## config.mk

```make
export PLATFORM = sky130hd
export DESIGN_NAME = ps2_scan_decoder
export DESIGN_NICKNAME = d
export VERILOG_FILES = /design/src/rtl/ps2_pkg.sv /design/src/rtl/ps2_keymap.sv /design/src/rtl/ps2_scan_decoder.sv
export SDC_FILE = /design/constraint.sdc
export NUM_CORES = 1
export LEC_CHECK = 0
export ABC_AREA = 0
export CAP_MARGIN = 20
export CORE_ASPECT_RATIO = 1.5
export CORE_MARGIN = 2
export CORE_UTILIZATION = 40
export DETAILED_ROUTE_END_ITERATION = 6
export DONT_BUFFER_PORTS = 1
export SETUP_SLACK_MARGIN = 0.05
export SYNTH_ARGS = -nofsm -noshare
export SYNTH_HDL_FRONTEND = slang
export SYNTH_SLANG_ARGS = --single-unit
export TNS_END_PERCENT = 5
```

## constraint.sdc

```tcl
create_clock -name clk -period 8.15 [get_ports clk]
set_clock_uncertainty 0.2 [all_clocks]
set_input_delay 1.63 -clock clk [delete_from_list [all_inputs] [get_ports clk]]
set_output_delay 1.63 -clock clk [all_outputs]
set_load 0.05 [all_outputs]
```

## src/rtl/ps2_pkg.sv

```systemverilog
// Shared constants, state encoding and scan-code classifiers for the PS/2 scan-code-set-2 decoder.
package ps2_pkg;

  localparam logic [7:0] PFX_E0 = 8'hE0;
  localparam logic [7:0] PFX_F0 = 8'hF0;
  localparam logic [7:0] PFX_E1 = 8'hE1;

  localparam logic [7:0] SC_LSHIFT = 8'h12;
  localparam logic [7:0] SC_RSHIFT = 8'h59;
  localparam logic [7:0] SC_CTRL   = 8'h14;
  localparam logic [7:0] SC_CAPS   = 8'h58;

  localparam logic [7:0] ASC_UP    = 8'h80;
  localparam logic [7:0] ASC_DOWN  = 8'h81;
  localparam logic [7:0] ASC_LEFT  = 8'h82;
  localparam logic [7:0] ASC_RIGHT = 8'h83;
  localparam logic [7:0] ASC_HOME  = 8'h84;
  localparam logic [7:0] ASC_END   = 8'h85;
  localparam logic [7:0] ASC_DEL   = 8'h7F;
  localparam logic [7:0] ASC_CR    = 8'h0D;

  typedef enum logic [2:0] {IDLE, EXT, BRK, EXTBRK, SKIP} ps2_state_e;

  // Keyboard responses (BAT ok, ACK, errors, echo, overrun) that carry no key information.
  function automatic logic is_ignored(input logic [7:0] code);
    case (code)
      8'hAA, 8'hFA, 8'hFC, 8'hFE, 8'hEE, 8'h00, 8'hFF: is_ignored = 1'b1;
      default: is_ignored = 1'b0;
    endcase
  endfunction

  function automatic logic is_letter_code(input logic [7:0] code);
    case (code)
      8'h1C, 8'h32, 8'h21, 8'h23, 8'h24, 8'h2B, 8'h34, 8'h33, 8'h43,
      8'h3B, 8'h42, 8'h4B, 8'h3A, 8'h31, 8'h44, 8'h4D, 8'h15, 8'h2D,
      8'h1B, 8'h2C, 8'h3C, 8'h2A, 8'h1D, 8'h22, 8'h35, 8'h1A: is_letter_code = 1'b1;
      default: is_letter_code = 1'b0;
    endcase
  endfunction

endpackage

```

## src/rtl/ps2_keymap.sv

```systemverilog
// Combinational scan-code-set-2 to ASCII ROM; shift_sel picks the shifted column, 0x00 means unmapped.
module ps2_keymap
  import ps2_pkg::*;
(
  input  logic [7:0] scan_code,
  input  logic       shift_sel,
  output logic [7:0] ascii
);

  logic [15:0] pair_s;

  // Each entry is {unshifted, shifted}.
  always_comb begin
    pair_s = 16'h0000;
    case (scan_code)
      8'h1C: pair_s = {8'h61, 8'h41};  8'h32: pair_s = {8'h62, 8'h42};
      8'h21: pair_s = {8'h63, 8'h43};  8'h23: pair_s = {8'h64, 8'h44};
      8'h24: pair_s = {8'h65, 8'h45};  8'h2B: pair_s = {8'h66, 8'h46};
      8'h34: pair_s = {8'h67, 8'h47};  8'h33: pair_s = {8'h68, 8'h48};
      8'h43: pair_s = {8'h69, 8'h49};  8'h3B: pair_s = {8'h6A, 8'h4A};
      8'h42: pair_s = {8'h6B, 8'h4B};  8'h4B: pair_s = {8'h6C, 8'h4C};
      8'h3A: pair_s = {8'h6D, 8'h4D};  8'h31: pair_s = {8'h6E, 8'h4E};
      8'h44: pair_s = {8'h6F, 8'h4F};  8'h4D: pair_s = {8'h70, 8'h50};
      8'h15: pair_s = {8'h71, 8'h51};  8'h2D: pair_s = {8'h72, 8'h52};
      8'h1B: pair_s = {8'h73, 8'h53};  8'h2C: pair_s = {8'h74, 8'h54};
      8'h3C: pair_s = {8'h75, 8'h55};  8'h2A: pair_s = {8'h76, 8'h56};
      8'h1D: pair_s = {8'h77, 8'h57};  8'h22: pair_s = {8'h78, 8'h58};
      8'h35: pair_s = {8'h79, 8'h59};  8'h1A: pair_s = {8'h7A, 8'h5A};
      8'h16: pair_s = {8'h31, 8'h21};  8'h1E: pair_s = {8'h32, 8'h40};
      8'h26: pair_s = {8'h33, 8'h23};  8'h25: pair_s = {8'h34, 8'h24};
      8'h2E: pair_s = {8'h35, 8'h25};  8'h36: pair_s = {8'h36, 8'h5E};
      8'h3D: pair_s = {8'h37, 8'h26};  8'h3E: pair_s = {8'h38, 8'h2A};
      8'h46: pair_s = {8'h39, 8'h28};  8'h45: pair_s = {8'h30, 8'h29};
      8'h0E: pair_s = {8'h60, 8'h7E};  8'h4E: pair_s = {8'h2D, 8'h5F};
      8'h55: pair_s = {8'h3D, 8'h2B};  8'h5D: pair_s = {8'h5C, 8'h7C};
      8'h54: pair_s = {8'h5B, 8'h7B};  8'h5B: pair_s = {8'h5D, 8'h7D};
      8'h4C: pair_s = {8'h3B, 8'h3A};  8'h52: pair_s = {8'h27, 8'h22};
      8'h41: pair_s = {8'h2C, 8'h3C};  8'h49: pair_s = {8'h2E, 8'h3E};
      8'h4A: pair_s = {8'h2F, 8'h3F};  8'h29: pair_s = {8'h20, 8'h20};
      8'h5A: pair_s = {8'h0D, 8'h0D};  8'h66: pair_s = {8'h08, 8'h08};
      8'h0D: pair_s = {8'h09, 8'h09};  8'h76: pair_s = {8'h1B, 8'h1B};
      default: pair_s = 16'h0000;
    endcase
    ascii = shift_sel ? pair_s[7:0] : pair_s[15:8];
  end

endmodule

```

## src/rtl/ps2_scan_decoder.sv

```systemverilog
// PS/2 set-2 scan-code decoder: prefix FSM, modifier tracking and a one-deep ASCII output register.
// Define PS2_EXTENDED_KEYS_EN to map E0-prefixed cursor/navigation keys to 0x7F/0x80-0x85/0x0D.
module ps2_scan_decoder
  import ps2_pkg::*;
#(
  parameter int E1_SKIP_BYTES = 7,
  parameter bit CAPS_INIT     = 1'b0
) (
  input  logic       clk,
  input  logic       reset,
  input  logic       scan_valid,
  input  logic [7:0] scan_code,
  output logic       out_valid,
  input  logic       out_ready,
  output logic [7:0] out_data,
  output logic       drop,
  output logic [3:0] mod_state
);

  localparam int CW = (E1_SKIP_BYTES > 1) ? $clog2(E1_SKIP_BYTES + 1) : 1;

  ps2_state_e    state_r, state_n;
  logic [CW-1:0] cnt_r, cnt_n;
  logic          shift_l_r, shift_l_n, shift_r_r, shift_r_n;
  logic          ctrl_r, ctrl_n, caps_r, caps_n, caps_held_r, caps_held_n;
  logic          char_valid_s;
  logic [7:0]    char_data_s;
  logic          letter_s, shift_s, shift_sel_s;
  logic [7:0]    map_ascii_s;

  assign letter_s    = is_letter_code(scan_code);
  assign shift_s     = shift_l_r | shift_r_r;
  assign shift_sel_s = letter_s ? (shift_s ^ caps_r) : shift_s;
  assign mod_state   = {caps_r, ctrl_r, shift_r_r, shift_l_r};

  ps2_keymap u_keymap (
    .scan_code (scan_code),
    .shift_sel (shift_sel_s),
    .ascii     (map_ascii_s)
  );

  // Prefix state machine, modifier updates and character generation; advances only on a strobe.
  always_comb begin
    state_n      = state_r;
    cnt_n        = cnt_r;
    shift_l_n    = shift_l_r;
    shift_r_n    = shift_r_r;
    ctrl_n       = ctrl_r;
    caps_n       = caps_r;
    caps_held_n  = caps_held_r;
    char_valid_s = 1'b0;
    char_data_s  = 8'h00;
    if (scan_valid) begin
      case (state_r)
        IDLE: begin
          if (scan_code == PFX_E0) begin
            state_n = EXT;
          end else if (scan_code == PFX_F0) begin
            state_n = BRK;
          end else if (scan_code == PFX_E1) begin
            state_n = SKIP;
            cnt_n   = CW'(E1_SKIP_BYTES);
          end else if (is_ignored(scan_code)) begin
            state_n = IDLE;
          end else begin
            case (scan_code)
              SC_LSHIFT: shift_l_n = 1'b1;
              SC_RSHIFT: shift_r_n = 1'b1;
              SC_CTRL:   ctrl_n    = 1'b1;
              SC_CAPS: begin
                // Typematic repeats arrive while held; only the first make toggles.
                caps_n      = caps_held_r ? caps_r : ~caps_r;
                caps_held_n = 1'b1;
              end
              default: begin
                char_valid_s = (map_ascii_s != 8'h00);
                char_data_s  = (ctrl_r && letter_s) ? (map_ascii_s & 8'h1F) : map_ascii_s;
              end
            endcase
          end
        end
        EXT: begin
          state_n = IDLE;
          case (scan_code)
            PFX_F0:               state_n = EXTBRK;
            SC_CTRL:              ctrl_n  = 1'b1;
            SC_LSHIFT, SC_RSHIFT: state_n = IDLE;
            default: begin
`ifdef PS2_EXTENDED_KEYS_EN
              char_valid_s = 1'b1;
              case (scan_code)
                8'h75:   char_data_s = ASC_UP;
                8'h72:   char_data_s = ASC_DOWN;
                8'h6B:   char_data_s = ASC_LEFT;
                8'h74:   char_data_s = ASC_RIGHT;
                8'h6C:   char_data_s = ASC_HOME;
                8'h69:   char_data_s = ASC_END;
                8'h71:   char_data_s = ASC_DEL;
                8'h5A:   char_data_s = ASC_CR;
                default: char_valid_s = 1'b0;
              endcase
`else
              char_valid_s = 1'b0;
`endif
            end
          endcase
        end
        BRK: begin
          state_n = IDLE;
          case (scan_code)
            SC_LSHIFT: shift_l_n   = 1'b0;
            SC_RSHIFT: shift_r_n   = 1'b0;
            SC_CTRL:   ctrl_n      = 1'b0;
            SC_CAPS:   caps_held_n = 1'b0;
            default:   state_n     = IDLE;
          endcase
        end
        EXTBRK: begin
          state_n = IDLE;
          ctrl_n  = (scan_code == SC_CTRL) ? 1'b0 : ctrl_r;
        end
        SKIP: begin
          if (cnt_r <= CW'(1)) begin
            state_n = IDLE;
            cnt_n   = '0;
          end else begin
            cnt_n = cnt_r - CW'(1);
          end
        end
        default: begin
          state_n = IDLE;
          cnt_n   = '0;
        end
      endcase
    end else begin
      state_n = state_r;
    end
  end

  // Decoder state and modifier registers.
  always_ff @(posedge clk) begin
    if (reset) begin
      state_r     <= IDLE;
      cnt_r       <= '0;
      shift_l_r   <= 1'b0;
      shift_r_r   <= 1'b0;
      ctrl_r      <= 1'b0;
      caps_r      <= CAPS_INIT;
      caps_held_r <= 1'b0;
    end else begin
      state_r     <= state_n;
      cnt_r       <= cnt_n;
      shift_l_r   <= shift_l_n;
      shift_r_r   <= shift_r_n;
      ctrl_r      <= ctrl_n;
      caps_r      <= caps_n;
      caps_held_r <= caps_held_n;
    end
  end

  // One-deep output register: a held character wins over a new one, which is dropped.
  always_ff @(posedge clk) begin
    if (reset) begin
      out_valid <= 1'b0;
      out_data  <= 8'h00;
      drop      <= 1'b0;
    end else begin
      drop <= 1'b0;
      if (char_valid_s) begin
        if (out_valid && !out_ready) begin
          drop <= 1'b1;
        end else begin
          out_valid <= 1'b1;
          out_data  <= char_data_s;
        end
      end else if (out_ready) begin
        out_valid <= 1'b0;
      end
    end
  end

endmodule

```

== Word level (Yosys, flattened, before mapping) ==
Memory sizes are Yosys's and may differ from the RTL's.
Index checks and enable logic that the tools add are counted.
Storage, ports and cells
  bits in registers: 21
  ROM bits: 1920
  bits of input ports: 12
  output and inout bits: 14
  logic and storage cells: 149
  memories: 2
Memories
  (no name shown): words 128, bits a word 14, rd ports 1, clocked after Yosys merged registers in 0, write ports 0, RTL line ps2_keymap.sv:15  | case (scan_code)
  (no name shown): words 128, bits a word 1, rd ports 1, clocked after Yosys merged registers in 0, write ports 0, RTL line ps2_pkg.sv:33  | case (code)
Operators by class
  $add $sub $neg: 1
  order comparisons: 1
  eq/ne operators: 32
  mux-type cells: 69
  bitwise operators: 11
  reductions and logical operators: 23
Operators with widths (number)
  8-bit equality test (second input constant): 9
  8-bit two-way mux: 9
  1-bit two-way mux: 43
  8-bit AND reduction: 4
  3-bit two-way mux: 9
  2-bit inequality test (second input constant): 11
  3-bit one-hot mux with 3 select lines: 2
  8-bit by 5-bit equality test with 1-bit output (second input constant): 2
  8-bit by 7-bit equality test with 1-bit output (second input constant): 2
  16-bit two-way mux: 1
  1-bit NOT: 9
  8-bit logical NOT: 1
  8-bit nonzero test: 1
  7-bit AND reduction: 1
  7-bit OR reduction: 1
  3-bit by 2-bit equality test with 1-bit output (second input constant): 2
  2-bit by 1-bit inequality test with 1-bit output (second input constant): 3
  1-bit one-hot mux with 2 select lines: 3
  5-bit inequality test (second input constant): 1
  5-bit AND reduction: 1
  2-bit AND reduction: 2
  2-bit nonzero test: 2
  2-bit OR reduction: 2
  4-bit OR reduction: 1
  14 further kinds: 15

== Logic depth before layout (Yosys ltp) ==
  depth in word-level cells: 16
  mapped depth: 14
  gate-level depth less buffers: 11

== Cells and area by module ==
From an unflattened synthesis, not the netlist that was laid out.
Unflattened totals
  cell total of the unflattened synthesis: 435
  area, all modules: 3121.7 sq um
By module, submodules not included
  ps2_keymap: times used 1, cells each 242, area each 1651.6 sq um, seq. area each 0.0 sq um
  ps2_scan_decoder: times used 1, cells each 193, area each 1470.2 sq um, seq. area each 420.4 sq um

== Least setup slack after synthesis ==
No wires, ideal clock.
  path type: in2reg
  from: in scan_code[1]
  to: reg drop
  setup time: 87 ps
  arrival time: 4409 ps
  data required time: 7863 ps
  path slack: 3454 ps
  stages on the path: 14
  buffers on the path: 3
  cells stage by stage: clkbuf_1 > buf_2 > inv_1 > ha_1 > ha_1 > mux2i_1 > o211ai_1 > a31oi_1 > a22oi_2 > xnor2_1 > buf_2 > mux2_4 > o21a_2 > nor4b_2
On the way
  longest elaborated chain between the ends: 16
  elaborated cells on any way between the ends: 38
  those cells by class: 13 x eq/ne; 17 x mux; 1 x bitwise; 5 x reduce/logical; 2 x memory
Ends and longest elaborated chain
  start, declared: RTL line ps2_scan_decoder.sv:12  | input logic [7:0] scan_code,
  branches (longest 11 deep; another with memory read 128 x 1 bit)
  1-bit two-way mux (*): RTL line ps2_scan_decoder.sv:56  | if (scan_code == PFX_E0) begin
  1-bit two-way mux (*)
  1-bit two-way mux (*): RTL line ps2_scan_decoder.sv:53  | if (scan_valid) begin
  1-bit NOT (no line) (*)
  2-bit OR reduction (no line) (*)
  end signal, assigned: RTL line ps2_scan_decoder.sv:166  | drop <= 1'b0;
  end signal, assigned: RTL line ps2_scan_decoder.sv:168  | drop <= 1'b0;
  end signal, assigned: RTL line ps2_scan_decoder.sv:171  | drop <= 1'b1;
  end, declared: RTL line ps2_scan_decoder.sv:16  | output logic drop,
Every way passes the cells marked *. The select of a mux whose other input is x is not followed.
A chain may end at the register's enable or synchronous reset.

== Worst setup path in the final report ==
  from: in scan_code[1]
  to: reg out_valid
On the way
  longest elaborated chain between the ends: 16
  elaborated cells on any way between the ends: 40
  those cells by class: 14 x eq/ne; 18 x mux; 6 x reduce/logical; 2 x memory
Ends and longest elaborated chain
  branches (longest 11 deep; another with memory read 128 x 1 bit)
  1-bit two-way mux (*): RTL line ps2_scan_decoder.sv:56
  1-bit two-way mux (*)
  1-bit two-way mux (*): RTL line ps2_scan_decoder.sv:53
  2-bit inequality test (no line) or 2-bit nonzero test (tied branches)
  2-bit AND reduction (no line)
  end signal, assigned: RTL line ps2_scan_decoder.sv:164  | out_valid <= 1'b0;
  end signal, assigned: RTL line ps2_scan_decoder.sv:173  | out_valid <= 1'b1;
  end signal, assigned: RTL line ps2_scan_decoder.sv:177  | out_valid <= 1'b0;
  end, declared: RTL line ps2_scan_decoder.sv:13  | output logic out_valid,
Marks and branches as above.

==> reports/results.txt <==
max_cap viols = 0
vias = 3247
Final nets = 427
Worst setup SP type = primary input
sequential share of the synthesized area = 12.8%
EDFF count, synth = 0
Max FO, Critical Path = 21
multi-input logic area = 0.00241 sq mm
hold_ws = 267 ps
Final Max Slew Viols = 0
CP bufs+invs = 1
I/O Buffers = 0
Area after DPL = 0.00301 sq mm
Slowest-stage cell, CP = xnor2_1
post-CTS resize count = 0
drt pass-1 iters = 5
synth unique cells = 80
Sum Neg Setup Slack = 0 ps
register area = 400 sq um
GPL Wtd Cong = 0.988
Post-CTS Hold Fix Bufs = 0
die height = 113 um
drt drc = 0
Mapped Cells = 439
Cell Pwr Density = 115 mW/mm^2
1st-iter DRT viols = 231
CP Cell Sequence = inv_1 > ha_1 > ha_1 > mux2i_1 > o211ai_1 > a31oi_1 > a22oi_2 > xnor2_1 > and4b_1 > o21a_2 > o22ai_1
final critical-path required period = 4880 ps
first-pass GRT wire length = 16100 um
Synth Cell Area = 0.00314 sq mm
clock root cell = clkbuf_16
layout cells sized above 1 = 8.19%
Critical Path End Type = flip-flop
Post-Syn Nets = 462
CTS tree = done
Ports = 26
ranking of synthesized cells by area = dfxtp_1 (13%), a21oi_1 (5.6%), nor2_1 (4.4%), ha_1 (4.4%), nand2_1 (4.1%)
initial antenna violation count = 0
clk_lat worst skew = 260 ps
critical path required time = 8090 ps
vias per std cell = 6.43
WL final = 9710 um
CTS max path bufs = 2
Worst Max-Slew Pin Slew = 1030 ps
Tot Pwr = 0.360 mW
commonest non-fill, non-tap cells in the layout = nor2_1 (37), a21oi_1 (35), nand2_1 (34)
CTS Buf Count = 3
reg2reg setup slack = 5190 ps
Place WS = 3020 ps
worst reg2reg startpoint = caps_r
top-area cell type share of the netlist area = 12.8%
run status = complete, no violations
total grt overflow = 0
register bit total from synthesis = 20
Fmax = 205 MHz
Area Overhead vs Synth = -0.717%
Top Family by Delay on Critical Path = adder cells
H-Tree Depth = 1
clock sinks = 20
n_diodes = 0
crit-path max cell delay = 850 ps
most common cell after layout, fill and taps aside = nor2_1
Rel. slew slack = 30.7%
Total GRT Usage = 22.8%
Design Area, Final = 0.00312 sq mm
clock-pin slew on the worst setup and hold paths = 60 ps
worst vdd ir = 0.142 mV
Final period util = 59.8%
worst setup margin = 3270 ps
Syn Area/Cell = 7.15 sq um
post-route ant nets = 0
Initial Utilization = 41.2%
Die ar. = 0.00859 sq mm
Final Hold Fails = 0
site row count = 39
vias in the first global route = 3053
hold_sp = cnt_r[2]
kind of critical path = primary input to flip-flop
Setup violations, final = 0
WHS Path Cells = 2
HPWL after DPL = 7100 um
Crit path arrival time = 4820 ps
core area = 0.00761 sq mm
Post-synth top flop = dfxtp_1
die width = 76.3 um
Leak = 1.11 nW
number of synthesis warnings = 0
fillers = 841
routed length per instance = 19.2 um
Worst Hold Class = flip-flop to flip-flop
reg-to-reg critical path endpoint = out_valid
largest net degree at the start of global routing = 77
RSZ-0062 raised after global routing = no
setup repair bufs after CTS = 0
dominant cell type by area after synthesis = dfxtp_1
hold endpoint = cnt_r[2]
asr flop ratio synth = 0%
R2R depth = 6
cell mode on critical path = ha_1
==> cell type report <==
type / instances / share of cell area, %
Clock buffer: 3 / 2.41
Multi-Input combinational cell: 362 / 77.4
Tap cell: 102 / 4.09
Clock inverter: 1 / 0.963
Timing Repair Buffer: 2 / 0.482
Inverter: 15 / 1.81
Sequential cell: 20 / 12.8
==> cells by family after synthesis <==
family / Yosys count / synth area share, %
flops: 20 / 12.8
xor+xnor: 4 / 1.36
simple gates: 183 / 32.0
other cells: 1 / 0.119
buf+inv: 57 / 10.4
compound gates: 148 / 33.4
mux: 15 / 5.62
fa+ha+maj: 11 / 4.38
==> Yosys cell counts (3+ instances only) <==
cell type,instances
inv_1,12
o211ai_1,14
buf_2,13
o22ai_1,4
clkbuf_1,10
nor3_1,13
a21oi_1,35
dfxtp_1,20
o32ai_1,3
a31oi_1,5
buf_4,11
or2_2,4
o21a_1,5
a21o_1,3
or3_1,4
ha_1,11
a211o_1,4
o31ai_1,4
buf_6,6
nand2b_1,16
o21ai_0,23
xnor2_1,3
and3_1,3
nor2b_1,15
nor4_1,3
and2_1,5
o311ai_0,4
nand2_1,34
a211oi_1,12
nand4_1,5
mux2_2,3
mux2i_1,9
nor3b_1,4
nand3_1,19
nand3b_1,4
a311oi_1,7
nor2_1,37
==> through the flow <==
step / util [%] / std cells
floorplan: - / 439
finish: 40.9 / 505
detailed placement: 39.6 / 501
global placement: 39.6 / 501
CTS: 40.9 / 505
global route: 40.9 / 505
==> how the worst max path moves through the flow <==
| stage | from | end | cells after the start |
|---|---|---|---|
| after detailed placement | scan_code[1] | out_valid | 11 |
| after CTS | scan_code[1] | out_valid | 11 |
| after global routing | scan_code[1] | out_data[2] | 11 |
| after floorplan | scan_code[1] | drop | 14 |
| after global placement | scan_code[1] | out_valid | 11 |
| final | scan_code[1] | out_valid | 11 |
==> routing by layer <==
metal  track usage [%]  share of wire, %  up-vias
li1                  -                 -     1569
met5                 0                 0        -
met3              2.49               6.2       31
met1              28.1                40     1505
met2              37.9                49      142
met4              13.9               5.1        0
==> power by group <==
group / switching, mW / internal (mW) / leakage, nW
clock: 0.0373 / 0.0975 / 0.0511
sequential: 0.0126 / 0.101 / 0.162
combinational: 0.0662 / 0.0450 / 0.894
==> state kept, by name, indices dropped and copies added, names as in the netlist <==
| signal | count |
|---|---|
| caps_held_r | 1 |
| caps_r | 1 |
| cnt_r | 3 |
| ctrl_r | 1 |
| drop | 1 |
| out_data | 7 |
| out_valid | 1 |
| shift_l_r | 1 |
| shift_r_r | 1 |
| state_r | 3 |
==> worst reg2reg max path, delay by kind of cell, from the launching register on <==
kind / cells / cell delay, ps
xor+xnor: 1 / 850
simple gates: 2 / 730
flops: 1 / 740
compound gates: 3 / 320
(Power assumes the default switching activity.)
